## config.mk

```make
export PLATFORM = sky130hd
export DESIGN_NAME = hazard_ctrl_flat
export DESIGN_NICKNAME = d
export VERILOG_FILES = /design/src/rtl/hazard_ctrl_if.sv /design/src/rtl/hazard_ctrl.sv /design/src/flat_wrapper.sv
export SDC_FILE = /design/constraint.sdc
export NUM_CORES = 1
export LEC_CHECK = 0
export ABC_CLOCK_PERIOD_IN_PS = 2200
export CORE_UTILIZATION = 35
export CTS_CLUSTER_DIAMETER = 200
export DETAILED_ROUTE_END_ITERATION = 8
export GPL_TIMING_DRIVEN = 0
export PLACE_DENSITY = 0.62
export SETUP_SLACK_MARGIN = 0.4
export SYNTH_ARGS = -nofsm -noshare
export SYNTH_HDL_FRONTEND = slang
export SYNTH_SLANG_ARGS = --single-unit
```

## constraint.sdc

```tcl
create_clock -name i_clk -period 2.2 [get_ports i_clk]
set_clock_uncertainty 0.05 [all_clocks]
set_input_delay 0.44 -clock i_clk [delete_from_list [all_inputs] [get_ports i_clk]]
set_output_delay 0.44 -clock i_clk [all_outputs]
set_load 0.005 [all_outputs]
```

## src/rtl/hazard_ctrl_if.sv

```systemverilog
// hazard_ctrl_if: bundle of hazard/stall sources and the per-stage
// enable/flush outputs of the pipeline sequencing controller.
//   master : pipeline side; drives hazard inputs and observes enables/flushes
//   slave  : hazard_ctrl; observes hazard inputs and drives enables/flushes
// Parameter CNT_WIDTH must match the controller's stall-counter width.
interface hazard_ctrl_if #(
  parameter int CNT_WIDTH = 16
) ();
  logic                 hc_i_load_use;
  logic                 hc_i_branch_taken;
  logic                 hc_i_jump;
  logic                 hc_i_md_start;
  logic                 hc_i_md_done;
  logic                 hc_i_imem_ready;
  logic                 hc_i_dmem_ready;
  logic                 hc_o_pc_en;
  logic                 hc_o_fd_en;
  logic                 hc_o_de_en;
  logic                 hc_o_em_en;
  logic                 hc_o_mw_en;
  logic                 hc_o_fd_flush;
  logic                 hc_o_de_flush;
  logic                 hc_o_em_flush;
  logic                 hc_o_md_busy;
  logic [CNT_WIDTH-1:0] hc_o_stall_cnt;

  modport master (
    output hc_i_load_use, hc_i_branch_taken, hc_i_jump, hc_i_md_start,
           hc_i_md_done, hc_i_imem_ready, hc_i_dmem_ready,
    input  hc_o_pc_en, hc_o_fd_en, hc_o_de_en, hc_o_em_en, hc_o_mw_en,
           hc_o_fd_flush, hc_o_de_flush, hc_o_em_flush, hc_o_md_busy,
           hc_o_stall_cnt
  );

  modport slave (
    input  hc_i_load_use, hc_i_branch_taken, hc_i_jump, hc_i_md_start,
           hc_i_md_done, hc_i_imem_ready, hc_i_dmem_ready,
    output hc_o_pc_en, hc_o_fd_en, hc_o_de_en, hc_o_em_en, hc_o_mw_en,
           hc_o_fd_flush, hc_o_de_flush, hc_o_em_flush, hc_o_md_busy,
           hc_o_stall_cnt
  );
endinterface

```

## src/rtl/hazard_ctrl.sv

```systemverilog
// hazard_ctrl: pipeline sequencing controller for the 5-stage MIPS core.
// Merges load-use, branch, jump, mul/div and memory-wait events into PC and
// pipeline-register enables/flushes, and counts PC-stall cycles (saturating).
// Ports:
//   i_clk  : core clock, rising edge
//   i_rst  : asynchronous active-low reset
//   hc     : hazard_ctrl_if.slave (hazard inputs, enables/flushes, busy, count)
// Enables/flushes are combinational from state and inputs; state, mul/div
// countdown and stall counter are registered.
module hazard_ctrl #(
  parameter int MD_LATENCY = 8,
  parameter int CNT_WIDTH  = 16
) (
  input  logic         i_clk,
  input  logic         i_rst,
  hazard_ctrl_if.slave hc
);

  localparam int CD_W = (MD_LATENCY > 2) ? $clog2(MD_LATENCY) : 1;

  typedef enum logic [1:0] {
    ST_RUN         = 2'd0,
    ST_LOAD_BUBBLE = 2'd1,
    ST_MD_WAIT     = 2'd2,
    ST_MEM_WAIT    = 2'd3
  } state_t;

  state_t               r_state;
  state_t               w_state_nxt;
  logic [CD_W-1:0]      r_md_cnt;
  logic [CD_W-1:0]      w_md_cnt_nxt;
  logic [CNT_WIDTH-1:0] r_stall_cnt;

  logic w_pc_en, w_fd_en, w_de_en, w_em_en, w_mw_en;
  logic w_fd_flush, w_de_flush, w_em_flush, w_md_busy;

  // Next-state, countdown and per-stage enable/flush decode.
  always_comb begin
    w_pc_en      = 1'b1;
    w_fd_en      = 1'b1;
    w_de_en      = 1'b1;
    w_em_en      = 1'b1;
    w_mw_en      = 1'b1;
    w_fd_flush   = 1'b0;
    w_de_flush   = 1'b0;
    w_em_flush   = 1'b0;
    w_md_busy    = 1'b0;
    w_state_nxt  = r_state;
    w_md_cnt_nxt = r_md_cnt;
    if (!i_rst) begin
      w_pc_en      = 1'b0;
      w_fd_en      = 1'b0;
      w_de_en      = 1'b0;
      w_em_en      = 1'b0;
      w_mw_en      = 1'b0;
      w_fd_flush   = 1'b1;
      w_de_flush   = 1'b1;
      w_em_flush   = 1'b1;
      w_state_nxt  = ST_RUN;
      w_md_cnt_nxt = {CD_W{1'b0}};
    end else begin
      case (r_state)
        ST_RUN, ST_LOAD_BUBBLE: begin
          // A bubble lasts one cycle; later events may redirect below.
          w_state_nxt = ST_RUN;
          if (!hc.hc_i_dmem_ready) begin
            w_pc_en     = 1'b0;
            w_fd_en     = 1'b0;
            w_de_en     = 1'b0;
            w_em_en     = 1'b0;
            w_mw_en     = 1'b0;
            w_state_nxt = ST_MEM_WAIT;
          end else if (hc.hc_i_md_start) begin
            // Older instructions keep draining through MEM/WB.
            w_pc_en      = 1'b0;
            w_fd_en      = 1'b0;
            w_de_en      = 1'b0;
            w_em_flush   = 1'b1;
            w_md_cnt_nxt = CD_W'(MD_LATENCY - 1);
            w_state_nxt  = ST_MD_WAIT;
          end else begin
            if (hc.hc_i_branch_taken) begin
              // load_use/jump belong to wrong-path instructions here.
              w_fd_flush = 1'b1;
              w_de_flush = 1'b1;
            end else if (hc.hc_i_load_use && (r_state == ST_RUN)) begin
              // In the bubble cycle the load has already left EX.
              w_pc_en     = 1'b0;
              w_fd_en     = 1'b0;
              w_de_flush  = 1'b1;
              w_state_nxt = ST_LOAD_BUBBLE;
            end else if (hc.hc_i_jump) begin
              w_fd_flush = 1'b1;
            end else begin
              w_fd_flush = 1'b0;
            end
            // Fetch miss: hold PC and bubble IF/ID unless IF/ID is held.
            if (!hc.hc_i_imem_ready) begin
              w_pc_en = 1'b0;
              if (w_fd_en) begin
                w_fd_flush = 1'b1;
              end else begin
                w_fd_flush = 1'b0;
              end
            end else begin
              w_pc_en = w_pc_en;
            end
          end
        end
        ST_MD_WAIT: begin
          w_md_busy  = 1'b1;
          w_pc_en    = 1'b0;
          w_fd_en    = 1'b0;
          w_de_en    = 1'b0;
          w_em_flush = 1'b1;
          if (!hc.hc_i_dmem_ready) begin
            // MEM is stuck: freeze EX/MEM and MEM/WB, keep counting down.
            w_mw_en = 1'b0;
            w_em_en = 1'b0;
            if (r_md_cnt != {CD_W{1'b0}}) begin
              w_md_cnt_nxt = r_md_cnt - CD_W'(1);
            end else begin
              w_md_cnt_nxt = r_md_cnt;
            end
          end else if ((r_md_cnt == {CD_W{1'b0}}) || hc.hc_i_md_done) begin
            // Exit cycle: result is captured into EX/MEM, pipeline resumes.
            w_pc_en      = 1'b1;
            w_fd_en      = 1'b1;
            w_de_en      = 1'b1;
            w_em_flush   = 1'b0;
            w_md_cnt_nxt = {CD_W{1'b0}};
            w_state_nxt  = ST_RUN;
          end else begin
            w_md_cnt_nxt = r_md_cnt - CD_W'(1);
          end
        end
        ST_MEM_WAIT: begin
          if (hc.hc_i_dmem_ready) begin
            w_state_nxt = ST_RUN;
          end else begin
            w_pc_en = 1'b0;
            w_fd_en = 1'b0;
            w_de_en = 1'b0;
            w_em_en = 1'b0;
            w_mw_en = 1'b0;
          end
        end
        default: begin
          w_state_nxt  = ST_RUN;
          w_md_cnt_nxt = {CD_W{1'b0}};
        end
      endcase
    end
  end

  // State, mul/div countdown and saturating stall-cycle counter.
  always_ff @(posedge i_clk or negedge i_rst) begin
    if (!i_rst) begin
      r_state     <= ST_RUN;
      r_md_cnt    <= {CD_W{1'b0}};
      r_stall_cnt <= {CNT_WIDTH{1'b0}};
    end else begin
      r_state  <= w_state_nxt;
      r_md_cnt <= w_md_cnt_nxt;
      if (!w_pc_en && (r_stall_cnt != {CNT_WIDTH{1'b1}})) begin
        r_stall_cnt <= r_stall_cnt + CNT_WIDTH'(1);
      end
    end
  end

  assign hc.hc_o_pc_en     = w_pc_en;
  assign hc.hc_o_fd_en     = w_fd_en;
  assign hc.hc_o_de_en     = w_de_en;
  assign hc.hc_o_em_en     = w_em_en;
  assign hc.hc_o_mw_en     = w_mw_en;
  assign hc.hc_o_fd_flush  = w_fd_flush;
  assign hc.hc_o_de_flush  = w_de_flush;
  assign hc.hc_o_em_flush  = w_em_flush;
  assign hc.hc_o_md_busy   = w_md_busy;
  assign hc.hc_o_stall_cnt = r_stall_cnt;

endmodule

```

## src/flat_wrapper.sv

```systemverilog
// flat-port wrapper written by rule: the top's interface ports become plain ports
module hazard_ctrl_flat 
#(
  parameter int MD_LATENCY = 8,
  parameter int CNT_WIDTH  = 16
)
  (i_clk, i_rst, hc_hc_i_load_use, hc_hc_i_branch_taken, hc_hc_i_jump, hc_hc_i_md_start, hc_hc_i_md_done, hc_hc_i_imem_ready, hc_hc_i_dmem_ready, hc_hc_o_pc_en, hc_hc_o_fd_en, hc_hc_o_de_en, hc_hc_o_em_en, hc_hc_o_mw_en, hc_hc_o_fd_flush, hc_hc_o_de_flush, hc_hc_o_em_flush, hc_hc_o_md_busy, hc_hc_o_stall_cnt);
  hazard_ctrl_if #(.CNT_WIDTH(CNT_WIDTH)) hc_i ();
  input  logic i_clk;
  input  logic i_rst;
  input wire logic [$bits(hc_i.hc_i_load_use)-1:0] hc_hc_i_load_use;
  input wire logic [$bits(hc_i.hc_i_branch_taken)-1:0] hc_hc_i_branch_taken;
  input wire logic [$bits(hc_i.hc_i_jump)-1:0] hc_hc_i_jump;
  input wire logic [$bits(hc_i.hc_i_md_start)-1:0] hc_hc_i_md_start;
  input wire logic [$bits(hc_i.hc_i_md_done)-1:0] hc_hc_i_md_done;
  input wire logic [$bits(hc_i.hc_i_imem_ready)-1:0] hc_hc_i_imem_ready;
  input wire logic [$bits(hc_i.hc_i_dmem_ready)-1:0] hc_hc_i_dmem_ready;
  output wire logic [$bits(hc_i.hc_o_pc_en)-1:0] hc_hc_o_pc_en;
  output wire logic [$bits(hc_i.hc_o_fd_en)-1:0] hc_hc_o_fd_en;
  output wire logic [$bits(hc_i.hc_o_de_en)-1:0] hc_hc_o_de_en;
  output wire logic [$bits(hc_i.hc_o_em_en)-1:0] hc_hc_o_em_en;
  output wire logic [$bits(hc_i.hc_o_mw_en)-1:0] hc_hc_o_mw_en;
  output wire logic [$bits(hc_i.hc_o_fd_flush)-1:0] hc_hc_o_fd_flush;
  output wire logic [$bits(hc_i.hc_o_de_flush)-1:0] hc_hc_o_de_flush;
  output wire logic [$bits(hc_i.hc_o_em_flush)-1:0] hc_hc_o_em_flush;
  output wire logic [$bits(hc_i.hc_o_md_busy)-1:0] hc_hc_o_md_busy;
  output wire logic [$bits(hc_i.hc_o_stall_cnt)-1:0] hc_hc_o_stall_cnt;
  assign hc_i.hc_i_load_use = hc_hc_i_load_use;
  assign hc_i.hc_i_branch_taken = hc_hc_i_branch_taken;
  assign hc_i.hc_i_jump = hc_hc_i_jump;
  assign hc_i.hc_i_md_start = hc_hc_i_md_start;
  assign hc_i.hc_i_md_done = hc_hc_i_md_done;
  assign hc_i.hc_i_imem_ready = hc_hc_i_imem_ready;
  assign hc_i.hc_i_dmem_ready = hc_hc_i_dmem_ready;
  assign hc_hc_o_pc_en = hc_i.hc_o_pc_en;
  assign hc_hc_o_fd_en = hc_i.hc_o_fd_en;
  assign hc_hc_o_de_en = hc_i.hc_o_de_en;
  assign hc_hc_o_em_en = hc_i.hc_o_em_en;
  assign hc_hc_o_mw_en = hc_i.hc_o_mw_en;
  assign hc_hc_o_fd_flush = hc_i.hc_o_fd_flush;
  assign hc_hc_o_de_flush = hc_i.hc_o_de_flush;
  assign hc_hc_o_em_flush = hc_i.hc_o_em_flush;
  assign hc_hc_o_md_busy = hc_i.hc_o_md_busy;
  assign hc_hc_o_stall_cnt = hc_i.hc_o_stall_cnt;
  hazard_ctrl #(.MD_LATENCY(MD_LATENCY), .CNT_WIDTH(CNT_WIDTH)) u_core (.i_clk(i_clk), .i_rst(i_rst), .hc(hc_i));
endmodule
```

==> results list, run 1 <==
* Count leader, synth: sky130_fd_sc_hd__dfrtp_1
* Run status: finished, violations left
- At the end of the flow, the number of nets in the layout was 221.
- After layout, the worst setup slack is -169 ps.
- The number of antenna violations at the first check in global routing was 0.
- Measured against its own limit, the worst slew margin works out to 73.3%.
- Maximum clock path buffer count: 2
- Portion of synthesized cell area occupied by the leading cell type: 42.6%
- Counting distinct cell types in the post-synthesis netlist gives 35.
* Area leader, netlist: sky130_fd_sc_hd__dfrtp_1
- Post-Synthesis Net Count: 142
* Number of synthesized register bits: 21
- The Yosys step of the flow raised 0 warnings.
- The congestion estimate from routability-driven global placement came to 0.842.
* Number of input and output port buffers inserted: 33
* Number of cell rows: 21
- RSZ-0062 raised after global routing: yes
- Counting every instance in the synthesized netlist gives 130.
- After filler insertion, the fill cell instance count of the layout stands at 249.
* Via/cell ratio: 5.11
- Clock tree synthesis inserted a total of 3 buffers.
* Worst slack, placed: -1700 ps
- Most instantiated cells after synthesis: sky130_fd_sc_hd__dfrtp_1, sky130_fd_sc_hd__xor2_1, sky130_fd_sc_hd__nor2_1
- The worst setup path is launched from a register.
- Die height: 61.4 um
* Worst skew pair latency: 300 ps
* Combined area of all synthesized cells: 1230 um2
- Root buf cell: sky130_fd_sc_hd__clkbuf_4
- Worst vdd ir: 0.000591 V
- Of the available clock period, the critical path in the final layout requires 108%.
- In this run the worst path has a maximum fanout of 5.
* Static leakage: 1.07 nW
* EDFF count, synth: 0
* Area of placed instances: 1750 um2
- Maximum number of pins on one net before global-route repair: 14
- At the pin with the least slew margin, the transition time is 399 ps.
- Synthesized area divided by synthesized cell count: 9.49 um2
- Number of vias after detailed routing: 1297
- Required time reported for the critical path endpoint: 1710 ps
* Die W: 61.4 um
* Number of global-route vias before repair: 1207
- Number of failing hold endpoints at the final stage: 0
* Setup Viol. Count Final: 14
- Number of violations of the max-capacitance limit: 0
- Initial core utilization: 36.7%
- Once detailed placement completed, the half-perimeter wirelength came to 2090 um.
- Failing checks: negative setup slack
- Async SR Flop Fraction: 100%
* Post-route core utilization: 72.7%
- After global routing the overflow that remains totals 0.
* Leading cell types by total area after synthesis: sky130_fd_sc_hd__dfrtp_1, sky130_fd_sc_hd__xor2_1, sky130_fd_sc_hd__a21oi_1, sky130_fd_sc_hd__nor2_1, sky130_fd_sc_hd__ha_1
- Timing would allow up to 422 MHz.
- The post-route netlist has 50.0% of its cells at a drive strength greater than 1.
- Total count of max-transition violations in the final report: 0
* Global-route usage over all layers: 20.0%
* Signal arrival time at the worst endpoint: 1880 ps
- In this run the count of I/O pins placed on the die edge is 34.
- Summed over all failing endpoints, the final setup total negative slack is -1160 ps.
* Area of the core: 3360 um2
- Post-route cell area: 2440 um2
- Critical path capture point type: output port
- Number of nets with antenna violations after detailed routing: 0
- Area of the die: 3770 um2
* TritonRoute pass-1 iters: 4
* H-tree depth: 1
- TritonCTS built the clock tree.
- The first global-routing pass estimated 5520 um of wire.
* Synthesis-to-finish area growth: 98.1%
- Clock transition time at the flip-flop clock pins of the worst setup and hold paths: 120 ps
- Number of sinks driven by the clock tree: 21
- Crit path kind: register to output port
- In this run the power density over the cells is 775 nW/um2.
- Sequential element share of the synthesized area: 42.6%
- The path class of the tightest hold or removal check is primary input to register.
- Final total power: 0.00189 W
- Detail-routed net length per standard cell: 15.2 um
- DRC: 0
- Min Tclk post-route: 2370 ps
* WL final: 3870 um
* Antenna cell count: 0
- In the synthesized netlist the dominant register cell turns out to be sky130_fd_sc_hd__dfrtp_1.
- The detailed router finished its first iteration with 63 violations.
[per-layer routing]
layer	vias up	wire (um)	GRT usage [%]	share of wire (%)
met1	632	1670	25.2	43
li1	629	-	-	-
met3	4	165	2.73	4.3
met5	-	0	0	0
met4	0	26	5.40	0.67
met2	32	2010	35.9	52
[stage by stage]
stage / hold slack, ps / std cells
floorplan: 94.4 / 130
global placement: 440 / 209
detailed placement: 445 / 209
CTS: 348 / 237
global route: 340 / 254
finish: 361 / 254
[worst max-delay path, cell delays in order, from the launching register on]
cell and delay, ps:
sky130_fd_sc_hd__dfrtp_1 460, sky130_fd_sc_hd__or4b_4 580, sky130_fd_sc_hd__a31oi_4 240, sky130_fd_sc_hd__a221oi_4 60, sky130_fd_sc_hd__buf_6 140, sky130_fd_sc_hd__buf_6 100
[worst paths after layout]
path | cells past startpoint | to | start | slack [ps]
min in group asynchronous | 2 | u_core.hc.hc_o_stall_cnt[9] | i_rst | 550
hold reg to reg | 1 | u_core.hc.hc_o_stall_cnt[13] | u_core.hc.hc_o_stall_cnt[13] | 470
max in group asynchronous | 2 | u_core.hc.hc_o_stall_cnt[2] | i_rst | 1250
hold / removal | 3 | u_core.r_md_cnt[2] | i_rst | 360
setup / recovery | 5 | hc_hc_o_pc_en | u_core.r_state[0] | -170
setup reg to reg | 6 | u_core.hc.hc_o_stall_cnt[11] | u_core.r_state[0] | -140
[cell type report]
class / instances / area [um2] / share of cell area (%)
clock buffer: 3 / 22.5 / 0.922
buffer: 4 / 55.1 / 2.25
timing repair buffer: 74 / 758 / 31.0
clock inverter: 1 / 5.00 / 0.205
multi-input combinational: 97 / 985 / 40.3
inverter: 8 / 30.0 / 1.23
tap: 46 / 57.6 / 2.36
sequential: 21 / 531 / 21.7
[flip-flops by register name, indices dropped and copies added (netlist names)]
register and flops:
u_core.r_md_cnt 3, u_core.hc.hc_o_stall_cnt 16, u_core.r_state 2
[repair_timing]
| item | in CTS | in global routing |
|---|---|---|
| hold buffers | 2 | 0 |
| hold endpoints to repair | 21 | 0 |
| cloned | 1 | 0 |
| resized for setup | 82 | 41 |
| setup buffers | 21 | 17 |
| pin swaps | 13 | 21 |
| endpoints found under the setup margin | 31 | 34 |
[cells in the final DEF (no fill, tap or decap), drive strengths merged, types with 2 or more instances in the layout]
master	Yosys	layout
inv	8	8
clkbuf	1	5
buf	3	49
xor2	12	12
nand3	4	4
nor2	11	11
dfrtp	21	21
mux2	3	3
dlymetal6s2s	0	6
and2	2	2
nor3b	2	2
nand2	9	9
nand2b	2	2
nor3	6	6
a221oi	2	2
a211oi	2	2
dlygate4sd3	0	2
a21oi	9	9
ha	3	3
clkdlybuf4s50	0	12
nand4	4	4
nor4	2	2
nor4b	3	3
o21ai	5	5
nor2b	4	4
or4	2	2
dlygate4sd2	0	6
[cell families (layout without fill, tap and decap cells)]
kind of cell / Yosys count / after routing / synth area share [%]
AOI/OAI and AO/OA: 23 / 23 / 12.8
xor gates and xnor gates: 12 / 12 / 8.52
adders and majority gates: 3 / 3 / 3.04
buffers and inverters: 12 / 90 / 4.87
DFF: 21 / 21 / 42.6
muxes: 4 / 4 / 3.55
and+or+nand+nor: 55 / 55 / 24.6
[where the power goes]
part | internal [W] | total (W) | switching, W
combinational | 0.000624 | 0.00104 | 0.000412
clock | 0.0000677 | 0.000186 | 0.000119
sequential | 0.000524 | 0.000673 | 0.000149
total | 0.00122 | 0.00189 | 0.000679
Note: power is estimated with default switching activity, not from simulation.
==> run 2, diff against run 1 <==
--- a/config.mk
+++ b/config.mk
@@ -6,11 +6,11 @@
 export NUM_CORES = 1
 export LEC_CHECK = 0
 export ABC_CLOCK_PERIOD_IN_PS = 2200
-export CORE_UTILIZATION = 35
+export CORE_UTILIZATION = 43
 export CTS_CLUSTER_DIAMETER = 200
 export DETAILED_ROUTE_END_ITERATION = 8
 export GPL_TIMING_DRIVEN = 0
-export PLACE_DENSITY = 0.62
+export PLACE_DENSITY = 0.74
 export SETUP_SLACK_MARGIN = 0.4
 export SYNTH_ARGS = -nofsm -noshare
 export SYNTH_HDL_FRONTEND = slang
==> results list, run 2 (synthesis results as in run 1) <==
- In the global route stage, met3 resource usage came out at 5.62%.
* Area of the die: 3090 um2
- TritonCTS clock tree: yes
- The worst setup path is launched from a register.
- Maximum clock path buffer count: 2
* Initial core utilization: 45.1%
- The floorplan step set the die width to 55.6 um.
* IO Count: 34
- GR met2 Demand/Resource: 46.5%
* Largest fanout of any net on the critical path: 3
- Global-route usage over all layers: 28.9%
- Critical path capture point type: output port
* Number of global-route vias before repair: 1339
* Overflow left after global routing: 0
* Worst vdd ir: 0.000814 V
- Via/cell ratio: 5.85
- Wire length of the first global-routing pass: 6760 um
- The final layout contains routed wiring with a total length of 4590 um.
- Setup violations remaining at the end of the flow were counted as 12.
- Number of vias after detailed routing: 1375
- The checks that failed: negative setup slack.
- Leaving out fill and tap cells, the most frequent cells in the layout are sky130_fd_sc_hd__buf_4, sky130_fd_sc_hd__dfrtp_1, sky130_fd_sc_hd__xor2_1.
- Entering global routing, the biggest net connects 14 pins.
- In this run the critical register-to-register path is captured at u_core.hc.hc_o_stall_cnt[11].
- Worst hold path depth: 3
- At the end of the flow, the number of nets in the layout was 217.
* Half-perimeter wire length after placement: 2220 um
- Max frequency: 414 MHz
- The min-delay analysis places its worst path in the category primary input to register.
- By startpoint and endpoint, the worst setup path is classified as register to output port.
* Worst skew pair latency: 320 ps
- Iteration-0 DRC count of the detailed router: 73
* Run status: finished, violations left
* Final worst-path cycle share: 110%
- The path with the worst hold slack has its endpoint at u_core.r_md_cnt[2].
- Post-route core utilization: 84.9%
- Compared with the post-synthesis result, the final layout area differs by 88.0%.
* Number of sinks driven by the clock tree: 21
- In this run the number of H-tree levels came out at 1.
- Cells with a size suffix above 1 make up 48.0% of the layout.
* Required time reported for the critical path endpoint: 1710 ps
- Final RePlAce weighted congestion: 0.836
- The total area inside the core boundary comes to 2730 um2.
- Internal portion of total power: 0.00120 W
- Root buf cell: sky130_fd_sc_hd__clkbuf_4
- Pwr per Cell Area: 830 nW/um2
- Measured slew at the worst slew-check pin: 483 ps
- Number of input and output port buffers inserted: 33
- Setup slack of the worst register-to-register path: -200 ps
- Final worst-path setup slack: -217 ps
* Clock network power share: 10.5%
- Gate power share: 53.5%
* Number of cells traversed by the worst register-to-register path: 7
- In this run the most used layer during global routing was met2.
* Die height: 55.6 um
* Part of the total power dissipated in sequential elements: 36.0%
* DRC: 0
- Worst R2R Start: u_core.r_state[1]
* Initial antenna violation count: 0
* Number of violations of the max-capacitance limit: 0
* Number of cell rows: 19
* Clock transition time at the flip-flop clock pins of the worst setup and hold paths: 130 ps
- Summed over all cells, the static leakage comes to 1.03 nW.
- The final count of hold timing violations came to 0.
- Antenna cell count: 0
* Signal arrival time at the worst endpoint: 1930 ps
* Routing usage on met1: 35.6%
* Number of nets with antenna violations after detailed routing: 0
- Total count of max-transition violations in the final report: 0
- Switching share of total power: 37.8%
- Worst slew margin: 67.7%
- Detail-routed net length per standard cell: 19.5 um
- TritonCTS buffer count: 3
* Number of flip-flops under the largest register name: 16
- Number of fill cells: 142
* TritonRoute pass-1 iters: 4
- Hold path startpoint: i_rst
- Leading cell type in the layout, fill and taps excluded: sky130_fd_sc_hd__buf_4
* Worst slack, placed: -1700 ps
* RSZ-0062 raised after global routing: yes
- Min Tclk post-route: 2420 ps
* Switching component of the power: 0.000728 W
==> run 2: cell types whose count changed in the layout (fill, tap and decap cells not counted), sizes merged <==
cell	change
buf	-3
clkbuf	-1
clkdlybuf4s50	-2
dlygate4sd2	+1
dlymetal6s2s	+1
==> run 2: routing by layer <==
layer	wire, um	share of wire (%)	vias up
li1	-	-	620
met1	1820	40	673
met2	2320	51	62
met3	265	5.8	20
met4	191	4.2	0
met5	0	0	-
==> run 2: power groups by stage <==
stage                     logic [W]  clock network [W]  registers, W
after CTS                  0.000818           0.000200      0.000693
after global placement     0.000664                  0      0.000687
after floorplan            0.000327                  0      0.000675
after global routing        0.00110           0.000220      0.000710
final                       0.00103           0.000202      0.000693
after detailed placement   0.000681                  0      0.000699
==> run 2: what timing repair did <==
action / 4_1_cts / 5_1_grt
endpoints found under the setup margin: 33 / 36
hold buffers: 2 / 0
endpoints found under the hold margin: 21 / 0
buffers inserted: 16 / 17
pin swaps: 14 / 14
resized for setup: 89 / 22
gates cloned: 2 / 0
==> run 2: worst max path at each step <==
stage / from / slack, ps / cells after the start / endpoint
2_1_floorplan: u_core.r_state[1] / 140 / 6 / u_core.hc.hc_o_stall_cnt[11]
3_3_place_gp: i_rst / -1630 / 6 / hc_hc_o_pc_en
3_5_place_dp: i_rst / -1700 / 5 / hc_hc_o_pc_en
4_1_cts: u_core.r_state[1] / -210 / 6 / hc_hc_o_pc_en
5_1_grt: u_core.r_md_cnt[0] / -280 / 8 / hc_hc_o_pc_en
6_report: u_core.r_state[1] / -220 / 6 / hc_hc_o_pc_en
==> run 2: worst max-delay path: stages (launching register included) <==
cell,delay (ps)
sky130_fd_sc_hd__dfrtp_1,410
sky130_fd_sc_hd__buf_6,130
sky130_fd_sc_hd__or4b_4,550
sky130_fd_sc_hd__a31oi_4,190
sky130_fd_sc_hd__a221oi_4,70
sky130_fd_sc_hd__buf_6,160
sky130_fd_sc_hd__buf_6,100
==> run 2: through the flow <==
stage	area (um2)	instances	TNS (ps)	hold slack, ps	total power (W)
floorplan	1370	130	0	94.4	0.00100
global placement	1740	194	-26110	437	0.00135
detailed placement	1740	194	-28560	448	0.00138
CTS	2110	218	-1040	321	0.00171
global route	2320	235	-2200	321	0.00203
finish	2320	235	-1140	320	0.00193
==> run 2: layout make-up <==
cell class,instances,area [um2],share of cell area (%)
well taps,31,38.8,1.67
repair buffers,70,688,29.7
inverters,8,30.0,1.29
clock buffers,3,22.5,0.971
clock inverters,1,5.00,0.216
flip-flops and latches,21,533,23.0
plain buffers,4,55.1,2.37
multi-input cells,97,947,40.8
